--- src/rtl/multicycle_ctrl.sv ---
// multicycle_ctrl: multi-cycle control FSM for an RV32I-subset core
// (R/I-type ALU, lw, sw, beq). It sequences a shared datapath (one ALU,
// one unified memory port, immediate generator) through fetch, decode,
// execute, memory and writeback. It also counts retired instructions and
// traps on unsupported opcodes.
//
// Ports:
//   clk_i, rst_i        clock, synchronous active-high reset
//   start_i             leave IDLE and begin fetching (IDLE only)
//   instr_i[31:0]       current IR contents
//   zero_i              ALU zero flag (combinational, current cycle)
//   mem_ready_i         memory completes the pending access this cycle
//   mem_req_o/mem_we_o  memory request / write qualifier
//   mem_addr_sel_o      0 = PC, 1 = ALUOut
//   ir_write_o          latch read data into IR (and PC into oldPC)
//   mdr_write_o         latch read data into MDR
//   pc_write_o          PC update enable
//   pc_src_o            0 = ALU result, 1 = Target register
//   target_write_o      latch ALU result into Target
//   alu_src_a_o[1:0]    00 = PC, 01 = oldPC, 10 = rs1
//   alu_src_b_o[1:0]    00 = rs2, 01 = 4, 10 = imm, 11 = imm<<1
//   alu_op_o[1:0]       00 = ADD, 01 = SUB, 10 = funct decode
//   reg_write_o         register file write enable
//   wb_sel_o            0 = ALUOut, 1 = MDR
//   busy_o              high outside IDLE and TRAP
//   trap_o              sticky illegal-opcode flag
//   instret_o[31:0]     retired-instruction counter (wraps)
module multicycle_ctrl (
  input  logic        clk_i,
  input  logic        rst_i,
  input  logic        start_i,
  input  logic [31:0] instr_i,
  input  logic        zero_i,
  input  logic        mem_ready_i,
  output logic        mem_req_o,
  output logic        mem_we_o,
  output logic        mem_addr_sel_o,
  output logic        ir_write_o,
  output logic        mdr_write_o,
  output logic        pc_write_o,
  output logic        pc_src_o,
  output logic        target_write_o,
  output logic [1:0]  alu_src_a_o,
  output logic [1:0]  alu_src_b_o,
  output logic [1:0]  alu_op_o,
  output logic        reg_write_o,
  output logic        wb_sel_o,
  output logic        busy_o,
  output logic        trap_o,
  output logic [31:0] instret_o
);

  localparam logic [6:0] OP_REG    = 7'b0110011;
  localparam logic [6:0] OP_IMM    = 7'b0010011;
  localparam logic [6:0] OP_LOAD   = 7'b0000011;
  localparam logic [6:0] OP_STORE  = 7'b0100011;
  localparam logic [6:0] OP_BRANCH = 7'b1100011;

  typedef enum logic [3:0] {
    IDLE,
    FETCH,
    DECODE,
    EXEC_ALU,
    EXEC_ADDR,
    EXEC_BR,
    MEM,
    WB,
    TRAP
  } state_t;

  state_t     state;
  state_t     state_next;
  logic       retire;
  logic [6:0] opcode;

  assign opcode = instr_i[6:0];

  always_ff @(posedge clk_i) begin
    if (rst_i) begin
      state     <= IDLE;
      instret_o <= '0;
    end else begin
      state <= state_next;
      if (retire) begin
        instret_o <= instret_o + 32'd1;
      end
    end
  end

  always_comb begin
    state_next     = state;
    retire         = 1'b0;
    mem_req_o      = 1'b0;
    mem_we_o       = 1'b0;
    mem_addr_sel_o = 1'b0;
    ir_write_o     = 1'b0;
    mdr_write_o    = 1'b0;
    pc_write_o     = 1'b0;
    pc_src_o       = 1'b0;
    target_write_o = 1'b0;
    alu_src_a_o    = 2'b00;
    alu_src_b_o    = 2'b00;
    alu_op_o       = 2'b00;
    reg_write_o    = 1'b0;
    wb_sel_o       = 1'b0;
    busy_o         = 1'b0;
    trap_o         = 1'b0;

    // Outputs are held quiet during the reset cycle so a completing memory
    // access cannot commit a write while the FSM is being forced to IDLE.
    if (!rst_i) begin
      case (state)
        IDLE: begin
          if (start_i) begin
            state_next = FETCH;
          end
        end

        FETCH: begin
          busy_o    = 1'b1;
          mem_req_o = 1'b1;
          if (mem_ready_i) begin
            ir_write_o  = 1'b1;
            pc_write_o  = 1'b1;
            alu_src_b_o = 2'b01;
            state_next  = DECODE;
          end
        end

        DECODE: begin
          busy_o         = 1'b1;
          alu_src_a_o    = 2'b01;
          alu_src_b_o    = 2'b11;
          target_write_o = 1'b1;
          case (opcode)
            OP_REG, OP_IMM:    state_next = EXEC_ALU;
            OP_LOAD, OP_STORE: state_next = EXEC_ADDR;
            OP_BRANCH:         state_next = EXEC_BR;
            default:           state_next = TRAP;
          endcase
        end

        EXEC_ALU: begin
          busy_o      = 1'b1;
          alu_src_a_o = 2'b10;
          alu_src_b_o = (opcode == OP_IMM) ? 2'b10 : 2'b00;
          alu_op_o    = 2'b10;
          state_next  = WB;
        end

        EXEC_ADDR: begin
          busy_o      = 1'b1;
          alu_src_a_o = 2'b10;
          alu_src_b_o = 2'b10;
          state_next  = MEM;
        end

        EXEC_BR: begin
          busy_o      = 1'b1;
          alu_src_a_o = 2'b10;
          alu_op_o    = 2'b01;
          pc_src_o    = 1'b1;
          pc_write_o  = zero_i;
          retire      = 1'b1;
          state_next  = FETCH;
        end

        MEM: begin
          busy_o         = 1'b1;
          mem_req_o      = 1'b1;
          mem_addr_sel_o = 1'b1;
          mem_we_o       = (opcode == OP_STORE);
          if (mem_ready_i) begin
            if (opcode == OP_STORE) begin
              retire     = 1'b1;
              state_next = FETCH;
            end else begin
              mdr_write_o = 1'b1;
              state_next  = WB;
            end
          end
        end

        WB: begin
          busy_o      = 1'b1;
          reg_write_o = 1'b1;
          wb_sel_o    = (opcode == OP_LOAD);
          retire      = 1'b1;
          state_next  = FETCH;
        end

        TRAP: begin
          trap_o = 1'b1;
        end

        default: begin
          state_next = IDLE;
        end
      endcase
    end
  end

endmodule

--- config.mk ---
export PLATFORM = sky130hd
export DESIGN_NAME = multicycle_ctrl
export DESIGN_NICKNAME = d
export VERILOG_FILES = /design/src/rtl/multicycle_ctrl.sv
export SDC_FILE = /design/constraint.sdc
export NUM_CORES = 1
export LEC_CHECK = 0
export ABC_AREA = 1
export BUFFER_PORTS_ARGS = -buffer_cell sky130_fd_sc_hd__buf_2
export CAP_MARGIN = 15
export CORE_MARGIN = 8
export CORE_UTILIZATION = 35
export DETAILED_ROUTE_END_ITERATION = 8
export GPL_TIMING_DRIVEN = 0
export SLEW_MARGIN = 20
export SYNTH_ARGS = -nofsm -noshare
export SYNTH_HDL_FRONTEND = slang
export SYNTH_SLANG_ARGS = --single-unit
--- constraint.sdc ---
create_clock -name clk_i -period 1.74 [get_ports clk_i]
set_clock_uncertainty 0.15 [all_clocks]
set_input_delay 0.174 -clock clk_i [delete_from_list [all_inputs] [get_ports clk_i]]
set_output_delay 0.174 -clock clk_i [all_outputs]
set_load 0.02 [all_outputs]
# Word level (Yosys, flattened, before mapping)
# Cells that the tools add are included.
dict set report op_classes {
  n_mux 45
  reduce_logical 8
  n_eq_ne 16
  n_addsub 1
  n_bitwise 1
}
# operator n
set op_table {}
lappend op_table {{$add A32 B1 Y32 const B} 1}
lappend op_table {{$pmux W4 S8} 1}
lappend op_table {{$mux W1} 30}
lappend op_table {{$eq A4 B3 Y1 const B} 4}
lappend op_table {{$eq A7 B6 Y1 const B} 2}
lappend op_table {{$mux W4} 3}
lappend op_table {{$pmux W4 S3} 1}
lappend op_table {{$eq A4 B2 Y1 const B} 2}
lappend op_table {{$mux W2} 4}
lappend op_table {{$pmux W2 S2} 2}
lappend op_table {{$pmux W2 S4} 1}
lappend op_table {{$reduce_or A2 Y1} 4}
lappend op_table {{$eq A7 B2 Y1 const B} 1}
lappend op_table {{$eq A7 B5 Y1 const B} 1}
lappend op_table {{$eq A7 B7 Y1 const B} 1}
lappend op_table {{$reduce_or A7 Y1} 1}
lappend op_table {{$ne A2 B2 Y1 const B} 3}
lappend op_table {{$eq A4 B1 Y1 const B} 1}
lappend op_table {{$eq A4 B4 Y1 const B} 1}
lappend op_table {{$logic_not A4 Y1} 1}
lappend op_table {{$pmux W1 S2} 2}
lappend op_table {{$reduce_and A4 Y1} 1}
lappend op_table {{$mux W3} 1}
lappend op_table {{$reduce_or A3 Y1} 1}
lappend op_table {{$not A1 Y1} 1}
dict set report totals {
  register_bits 36
  elab_cells 73
  in_bits 37
}

# Depth between registers and ports, before layout
# Gate-level depths: netlist (run 1).
dict set report depth {
  depth_word 5
  depth_mapped 11
  depth_no_buf 10
}

# Least setup slack after synthesis (run 1)
# OpenSTA, ideal clock, no wires.
dict set report synth_path {
  path_type {register to register}
  start {reg instret_o[0]}
  end {reg instret_o[18]}
  slack_ns -0.047
  period_less_slack_ns 1.787
  arrival_time_ns 1.523
  path_stages_with_launch 9
  cell_sequence {dfxtp_1 > ha_1 > nand3_1 > nor2_1 > nand2_1 > nor2_1 > nand3_1 > o21bai_1 > nor2_1}
}
dict set report synth_between {
  elab_chain_len 1
}
# element line
set synth_lines {}
lappend synth_lines {{start, declared} 50} ;# output logic [31:0] instret_o
lappend synth_lines {{start signal, assigned} 85} ;# instret_o <= instret_o + 32'd1;
lappend synth_lines {{$add A32 B1 Y32} 85}
# Every way passes these cells.
# A chain may end at the register's enable or synchronous reset.

# Worst setup path in the final report (run 1)
dict set report layout_path {
  start {reg state[0]}
  end {out pc_write_o}
}
dict set report layout_between {
  elab_chain_len 3
}
# element line
set layout_lines {}
lappend layout_lines {{start, declared} 71} ;# state_t state;
lappend layout_lines {{start signal, assigned} 83} ;# state <= state_next;
lappend layout_lines {{$eq A4 B3 Y1 or $eq A4 B1 Y1 (tied branches)} 112} ;# case (state)
lappend layout_lines {{$pmux W1 S2 *} 112}
lappend layout_lines {{$mux W1 *} 111} ;# if (!rst_i) begin
lappend layout_lines {{end, declared} 40} ;# output logic pc_write_o,
# Mark *: on every way between the ends. The rest lies on a longest branch, timed or not.

==> results of run 1 <==
cell families (layout without fill, tap and decap cells):
| logic type | after synthesis | after routing | synth area share, % |
|---|---|---|---|
| compound gates | 49 | 49 | 10.1 |
| xor+xnor | 9 | 9 | 3.10 |
| fa+ha+maj | 1 | 1 | 0.492 |
| buf+inv | 62 | 140 | 10.6 |
| flops | 36 | 36 | 28.3 |
| simple gates | 296 | 296 | 47.3 |
cells in the final DEF (no fill, tap or decap), types with 3 or more instances in the layout:
master	synthesis	final
nor2_1	75	54
a21oi_2	0	6
nand3_1	27	27
inv_2	0	6
nor2_2	3	20
nor3_1	4	4
nor2_4	1	5
nand2_1	177	171
clkbuf_1	6	6
nand2_2	1	5
clkbuf_8	0	5
nand2_4	3	4
a21oi_1	36	30
buf_2	1	52
xnor2_1	4	4
buf_4	4	19
o21ai_0	7	6
o21bai_1	4	4
xor2_1	5	5
dfxtp_2	0	13
bufinv_16	0	3
inv_1	48	41
dfxtp_1	36	19
dfxtp_4	0	4
cells in the mapped netlist, types with 2 or more instances:
cell type,instances,area (sq um)
buf_4,4,30.0
dfxtp_1,36,721
o21ai_0,7,35.0
nand2_1,177,664
nor2_1,75,282
clkbuf_1,6,22.5
nor4_1,2,12.5
buf_6,2,22.5
nand2_4,3,33.8
inv_1,48,180
nand4_1,2,12.5
xnor2_1,4,35.0
xor2_1,5,43.8
nand3_1,27,135
a31oi_1,2,12.5
o21bai_1,4,30.0
nor2_2,3,18.8
a21oi_1,36,180
nor3_1,4,20.0
layout make-up:
type                            instances  area [sq um]
Tap cell                               99           124
Timing Repair Buffer                   70           434
Inverter                               49           199
Buffer                                 13          93.8
Fill cell                             778          3670
Clock inverter                          3          90.1
Sequential cell                        36           752
Clock buffer                            5          68.8
Multi-Input combinational cell        355          1710
repair_timing:
action / CTS / global route
pin swaps: 1 / 9
hold buffers: 0 / 0
gates cloned: 0 / 2
endpoints found under the setup margin: 12 / 41
setup buffers: 2 / 6
resized for setup: 13 / 75
flip-flops by register name (all words and copies together) (netlist names):
register   count
instret_o     32
state          4
path summary, 6_finish.rpt:
path | start | to | depth (start not counted)
max | state[0] | pc_write_o | 7
min | mem_ready_i | state[0] | 4
max reg2reg | state[2] | instret_o[13] | 11
min reg2reg | instret_o[0] | instret_o[0] | 1
critical path: stages, from the launching register on:
cell and delay, ns:
dfxtp_4 0.39, inv_2 0.04, nor2_2 0.15, nand2_2 0.09, nor2_2 0.11, inv_2 0.06, o21ai_1 0.11, buf_4 0.16
power by group through the flow:
stage / clock [W] / sequential (W) / combinational, W
2_1_floorplan: 0 / 0.000887 / 0.000283
3_3_place_gp: 0 / 0.000891 / 0.000378
3_5_place_dp: 0 / 0.000891 / 0.000384
4_1_cts: 0.00106 / 0.000875 / 0.000397
5_1_grt: 0.00108 / 0.000895 / 0.000529
6_report: 0.00105 / 0.000890 / 0.000482
metal layers:
layer / vias up / wire length, um / part of all wire, %
li1: 1562 / - / -
met1: 1324 / 3430 / 42
met2: 72 / 4070 / 50
met3: 15 / 465 / 5.7
met4: 0 / 161 / 2.0
met5: - / 0 / 0
per-stage QoR:
stage          instances  utilization (%)  TNS (ns)  total power, W  worst slack (ns)
5_1_grt              630             48.6    -0.415         0.00251           -0.0565
6_report             630             48.6         0         0.00242           0.00736
2_1_floorplan        453                -         0         0.00117            0.0406
3_5_place_dp         612             41.6    -0.196         0.00128            -0.123
4_1_cts              622             44.5   -0.0682         0.00233           -0.0249
3_3_place_gp         612             41.6    -0.133         0.00127           -0.0877
==> impl_metrics.csv, run 1 <==
group,metric,value,unit
power,p_sw,0.000677,W
logic_synthesis,synth-seq-area-share,28.3,%
sta,hold_viol_final,0,
sta,finalMaxSlewViolations,0,
power,ir_drop,0.000459,V
route,drt_iter0_drc,109,
logic_synthesis,synth_flop_cell,"dfxtp_1",
place,portBuffers,60,
route,via_per_inst,4.72,
global_routing,met1_usage,16.8,%
route,wire_per_inst,12.9,um
power,p_sw_share,27.9,%
power,power.density,698,nW/um^2
floorplanning,die_h,101,um
global_routing,antenna_found_initial,0,
place,gp_congestion,0.901,
floorplanning,num_rows,31,
logic_synthesis,ys_async_sr_fraction,0,%
logic_synthesis,synth_area_per_cell,5.61,sq um
route,dr.pass1.iters,5,
global_routing,grt-ovfl-total,0,
clock_network,numCtsBuffers,5,
critical_path,r2r_setup_slack,0.06,ns
run,drv_cap,0,
sta,max_slew_margin,62.5,%
global_routing,grt_usage,15.5,%
finish,syn_to_final_growth,36.4,%
sta,worstMarginPinSlew,0.563,ns
route,via_count,2973,
route,drc,0,
logic_synthesis,synth-seq-cells,36,
critical_path,arrival,1.41,ns
clock_network,clock_sinks,36,
logic_synthesis,synth_edf_count,0,
power,p_leak,1.41,nW
place,dpl-instance-area,2970,sq um
critical_path,critPathMaxFanout,5,
finish,fin_area,3470,sq um
floorplanning,coreArea,7140,sq um
global_routing,grt_pass1_wl,12.8,mm
global_routing,grt.busiest_layer,"met2",
route,routed_wl,8.13,mm
logic_synthesis,yosysWarnings,0,
clock_network,clk_latency,0.30,ns
critical_path,endpoint_kind,"output port",
global_routing,grtUsageMet2,28.4,%
clock_network,htreeDepth,2,
critical_path,worstSetupPathType,"reg2out",
critical_path,startpoint_type,"flop",
floorplanning,initial_core_util,35.6,%
clock_network,cts.path.max_buffers,2,
sta,min_period,1.73,ns
floorplanning,fp.dieW,101,um
finish,n_antenna_cell,0,
place,hpwlAfterDp,6.17,mm
floorplanning,ios,87,
sta,whs,0.128,ns
sta,timing.fmax,577,MHz
sta,timing.final.crit_share,99.6,%
logic_synthesis,syn-instance-count,453,
clock_network,clk_pin_slew_worst_paths,0.08,ns
logic_synthesis,synth_area,2540,sq um
power,p_comb_share,19.9,%
clock_network,cts_tree,"built",
power,clkPwrFrac,43.3,%
logic_synthesis,synthDistinctLibCells,25,
route,drtAntennaViolNets,0,
floorplanning,dieArea,10200,sq um
clock_network,cts_root_buffer,"clkbuf_8",
finish,nets,568,
run_status,status,"complete, no violations",
critical_path,critPathRequiredTime,1.42,ns
global_routing,grtUsageMet3,3.92,%
finish,drive_gt1_share,29.0,%
sta,rsz0062_at_grt,"true",
sta,setup_viol_count_final,0,
power,internal_power,0.00175,W
worst_hold_path,min_path_type,"in2reg",
global_routing,grt_max_degree,13,
global_routing,grt_pass1_vias,2811,
power,power_frac_seq,36.7,%
logic_synthesis,synth_fp_nets,491,
Power figures use the tool's default switching activity.
==> run 2: changes to the inputs <==
- ABC_AREA: 1 -> default
==> run 2 against run 1 <==
Compared with the run above:
- count of clock-buffer cells in the layout grew 3
- critical path depth is the same
- sequential power shrank 7.2%
- synthesized cell count shrank 35%
- largest power group is now registers
- final cell count shrank 20%
- the run now ends with negative setup slack left
- global-route usage grew 2.5 points
- fmax shrank 24%
- sequential share of layout area shrank 4.3 points
==> impl_metrics.csv, run 2 <==
group,metric,value,unit
critical_path,reg2reg_from,"state[3]",
sta,hold_viol_final,0,
critical_path,path_depth,7,
critical_path,worstPathBufferInverterCount,3,
logic_synthesis,synth_area,2360,sq um
global_routing,grt_pass1_wl,14.6,mm
logic_synthesis,netlist.area_leader.share,30.6,%
logic_synthesis,yosysMostFrequentCell,"dfxtp_1",
logic_synthesis,synthTopCellsByArea,"dfxtp_1 (31%), mux2_1 (9.1%), nor2b_1 (5.3%), nor2_1 (5.1%), a21oi_1 (3.8%)",
clock_network,clk_pin_slew_worst_paths,0.08,ns
global_routing,grt_pass1_vias,2879,
power,ir_drop,0.000338,V
logic_synthesis,synth-seq-area-share,30.6,%
route,drc,0,
global_routing,grt-ovfl-total,0,
route,dr.pass1.iters,5,
clock_network,htreeDepth,2,
critical_path,critPathMaxFanout,6,
worst_hold_path,min_path_type,"in2reg",
floorplanning,initial_core_util,35.5,%
logic_synthesis,yosysTopAreaCell,"dfxtp_1",
finish,syn_to_final_growth,92.5,%
logic_synthesis,ys_async_sr_fraction,0,%
critical_path,worstSetupPathType,"reg2reg",
global_routing,antenna_found_initial,0,
finish,largest_reg_flops,32,
logic_synthesis,yosysWarnings,0,
logic_synthesis,synth-seq-cells,36,
logic_synthesis,synth_flop_cell,"dfxtp_1",
finish,reg.largest.list,"instret_o (32), state (4)",
sta,worst_slack,-0.536,ns
clock_network,cts.path.max_buffers,2,
sta,finalSetupTns,-12.18,ns
finish,nets,464,
global_routing,grt_usage,18.0,%
finish,drive_gt1_share,67.4,%
power,power.density,519,nW/um^2
place,hpwlAfterDp,5.60,mm
logic_synthesis,syn-instance-count,295,
clock_network,postCtsHoldBufs,0,
floorplanning,fp.dieW,98.0,um
route,via_count,3117,
critical_path,cp-endpoint,"instret_o[26]",
finish,regMostFlops,"instret_o",
critical_path,crit_chain,"buf_4 > buf_6 > and4bb_1 > nand4_1 > buf_6 > a2111oi_4 > mux2_4",
logic_synthesis,synth_area_per_cell,7.99,sq um
run_status,violations,"negative setup slack",
floorplanning,ios,87,
logic_synthesis,synth_common_cells,"dfxtp_1 (36), nor2_1 (32), nor2b_1 (20), mux2_1 (19), a21oi_1 (18)",
sta,max_slew_margin,64.0,%
floorplanning,num_rows,30,
place,portBuffers,61,
finish,n_antenna_cell,0,
route,via_per_inst,6.15,
critical_path,crit_top_cell,"buf_6",
sta,timing.final.crit_share,131,%
finish,mostFrequentLayoutCell,"buf_2",
critical_path,arrival,2.31,ns
floorplanning,dieArea,9610,sq um
floorplanning,die_h,98.0,um
route,wire_per_inst,21.1,um
place,preCtsSetupSlack,-0.521,ns
finish,n_fill_cell,451,
critical_path,r2r_setup_slack,-0.54,ns
place,dpl-instance-area,3000,sq um
sta,min_period,2.28,ns
route,routed_wl,10.7,mm
critical_path,crit_family,"buffers and inverters",
critical_path,critPathRequiredTime,1.77,ns
sta,rsz0062_at_grt,"true",
floorplanning,coreArea,6640,sq um
sta,setup_viol_count_final,51,
clock_network,clock_sinks,36,
clock_network,clk_latency,0.30,ns
run_status,status,"complete, but fails checks",
clock_network,numCtsBuffers,5,
run,drv_cap,0,
logic_synthesis,synthDistinctLibCells,52,
clock_network,cts_tree,"built",
sta,finalMaxSlewViolations,0,
finish,final_cell_mix,"buf_2 (46), buf_4 (41), buf_6 (41), nor2_1 (23), nor2b_1 (20)",
critical_path,cp_slowest_cell,"a2111oi_4",
power,p_leak,1.90,nW
sta,worstMarginPinSlew,0.538,ns
logic_synthesis,synth_edf_count,0,
clock_network,cts_root_buffer,"clkbuf_8",
critical_path,max_stage_delay,0.37,ns
finish,fin_area,4540,sq um
critical_path,r2r_end,"instret_o[26]",
global_routing,grt_max_degree,12,
critical_path,setup.worst_path.start,"state[3]",
critical_path,ff2ff_path_depth,7,
critical_path,endpoint_kind,"flop",
logic_synthesis,synth_fp_nets,333,
sta,timing.fmax,439,MHz
place,gp_congestion,0.882,
route,drtAntennaViolNets,0,
route,drt_iter0_drc,274,
critical_path,startpoint_type,"flop",
run 2: cell count changes in the layout (fill, tap and decap cells not counted), sizes merged, moves of 12 or more:
cell / change
nor2: -47
or4: +12
nand3: -18
inv: -41
nand2: -166
buf: +63
o31ai: +12
mux2: +20
nor2b: +20
a21oi: -18
run 2: worst min path at each step:
| stage | start | to | slack (ns) | cells past startpoint |
|---|---|---|---|---|
| after floorplan | instr_i[5] | wb_sel_o | 0.23 | 1 |
| after global placement | instret_o[13] | instret_o[13] | 0.33 | 2 |
| after detailed placement | instret_o[13] | instret_o[13] | 0.33 | 2 |
| after CTS | mem_ready_i | state[2] | 0.19 | 4 |
| after global routing | mem_ready_i | state[0] | 0.27 | 3 |
| final | mem_ready_i | state[0] | 0.27 | 4 |
run 2: tightest hold or removal path: stages:
cell     delay [ns]
buf_2          0.18
o21ai_2        0.17
a211o_1        0.12
a21oi_1        0.04
run 2: final cells by class:
class                      instances  area (sq um)  area share (%)
multi-input combinational        227          2210            48.8
tap                               80           100            2.21
sequential                        36           788            17.4
clock buffer                       8           121            2.68
timing repair buffer             128          1050            23.2
buffer                            21           234            5.16
inverter                           7          26.3           0.579
run 2: power breakdown:
group          switching (W)  leakage (nW)  total [W]  internal (W)
clock network       0.000332        0.0627   0.000780      0.000449
logic               0.000382          1.53   0.000750      0.000367
registers         0.00000987         0.308   0.000826      0.000816
total               0.000724          1.90    0.00236       0.00163
run 2: cell families (layout without fill, tap and decap cells):
logic type | Yosys count | after routing | share of synthesized area (%)
simple gates | 155 | 155 | 38.5
compound gates | 50 | 50 | 14.7
flops | 36 | 36 | 30.6
buf+inv | 32 | 164 | 5.79
mux | 20 | 20 | 9.56
fa+ha+maj | 1 | 1 | 0.531
xor+xnor | 1 | 1 | 0.372
run 2: repair_timing:
| item | in CTS | in global routing |
|---|---|---|
| setup endpoints to repair | 53 | 51 |
| pin swaps | 35 | 43 |
| setup buffers | 27 | 37 |
| gates cloned | 1 | 2 |
| resized for setup | 138 | 93 |
run 2: routing by layer:
metal | vias to the layer above | GRT usage [%] | wire, um
li1 | 1372 | - | -
met1 | 1544 | 21.1 | 4220
met2 | 165 | 31.8 | 5400
met3 | 36 | 4.62 | 689
met4 | 0 | 4.56 | 389
met5 | - | 0 | 0
run 2: metrics by stage:
stage | util [%] | std cells | power [W] | hold slack (ns)
6_report | 68.3 | 507 | 0.00236 | 0.274
3_3_place_gp | 45.1 | 436 | 0.00118 | 0.328
4_1_cts | 59.1 | 471 | 0.00208 | 0.192
5_1_grt | 68.3 | 507 | 0.00242 | 0.271
3_5_place_dp | 45.1 | 436 | 0.00118 | 0.328
2_1_floorplan | - | 295 | 0.00107 | 0.233
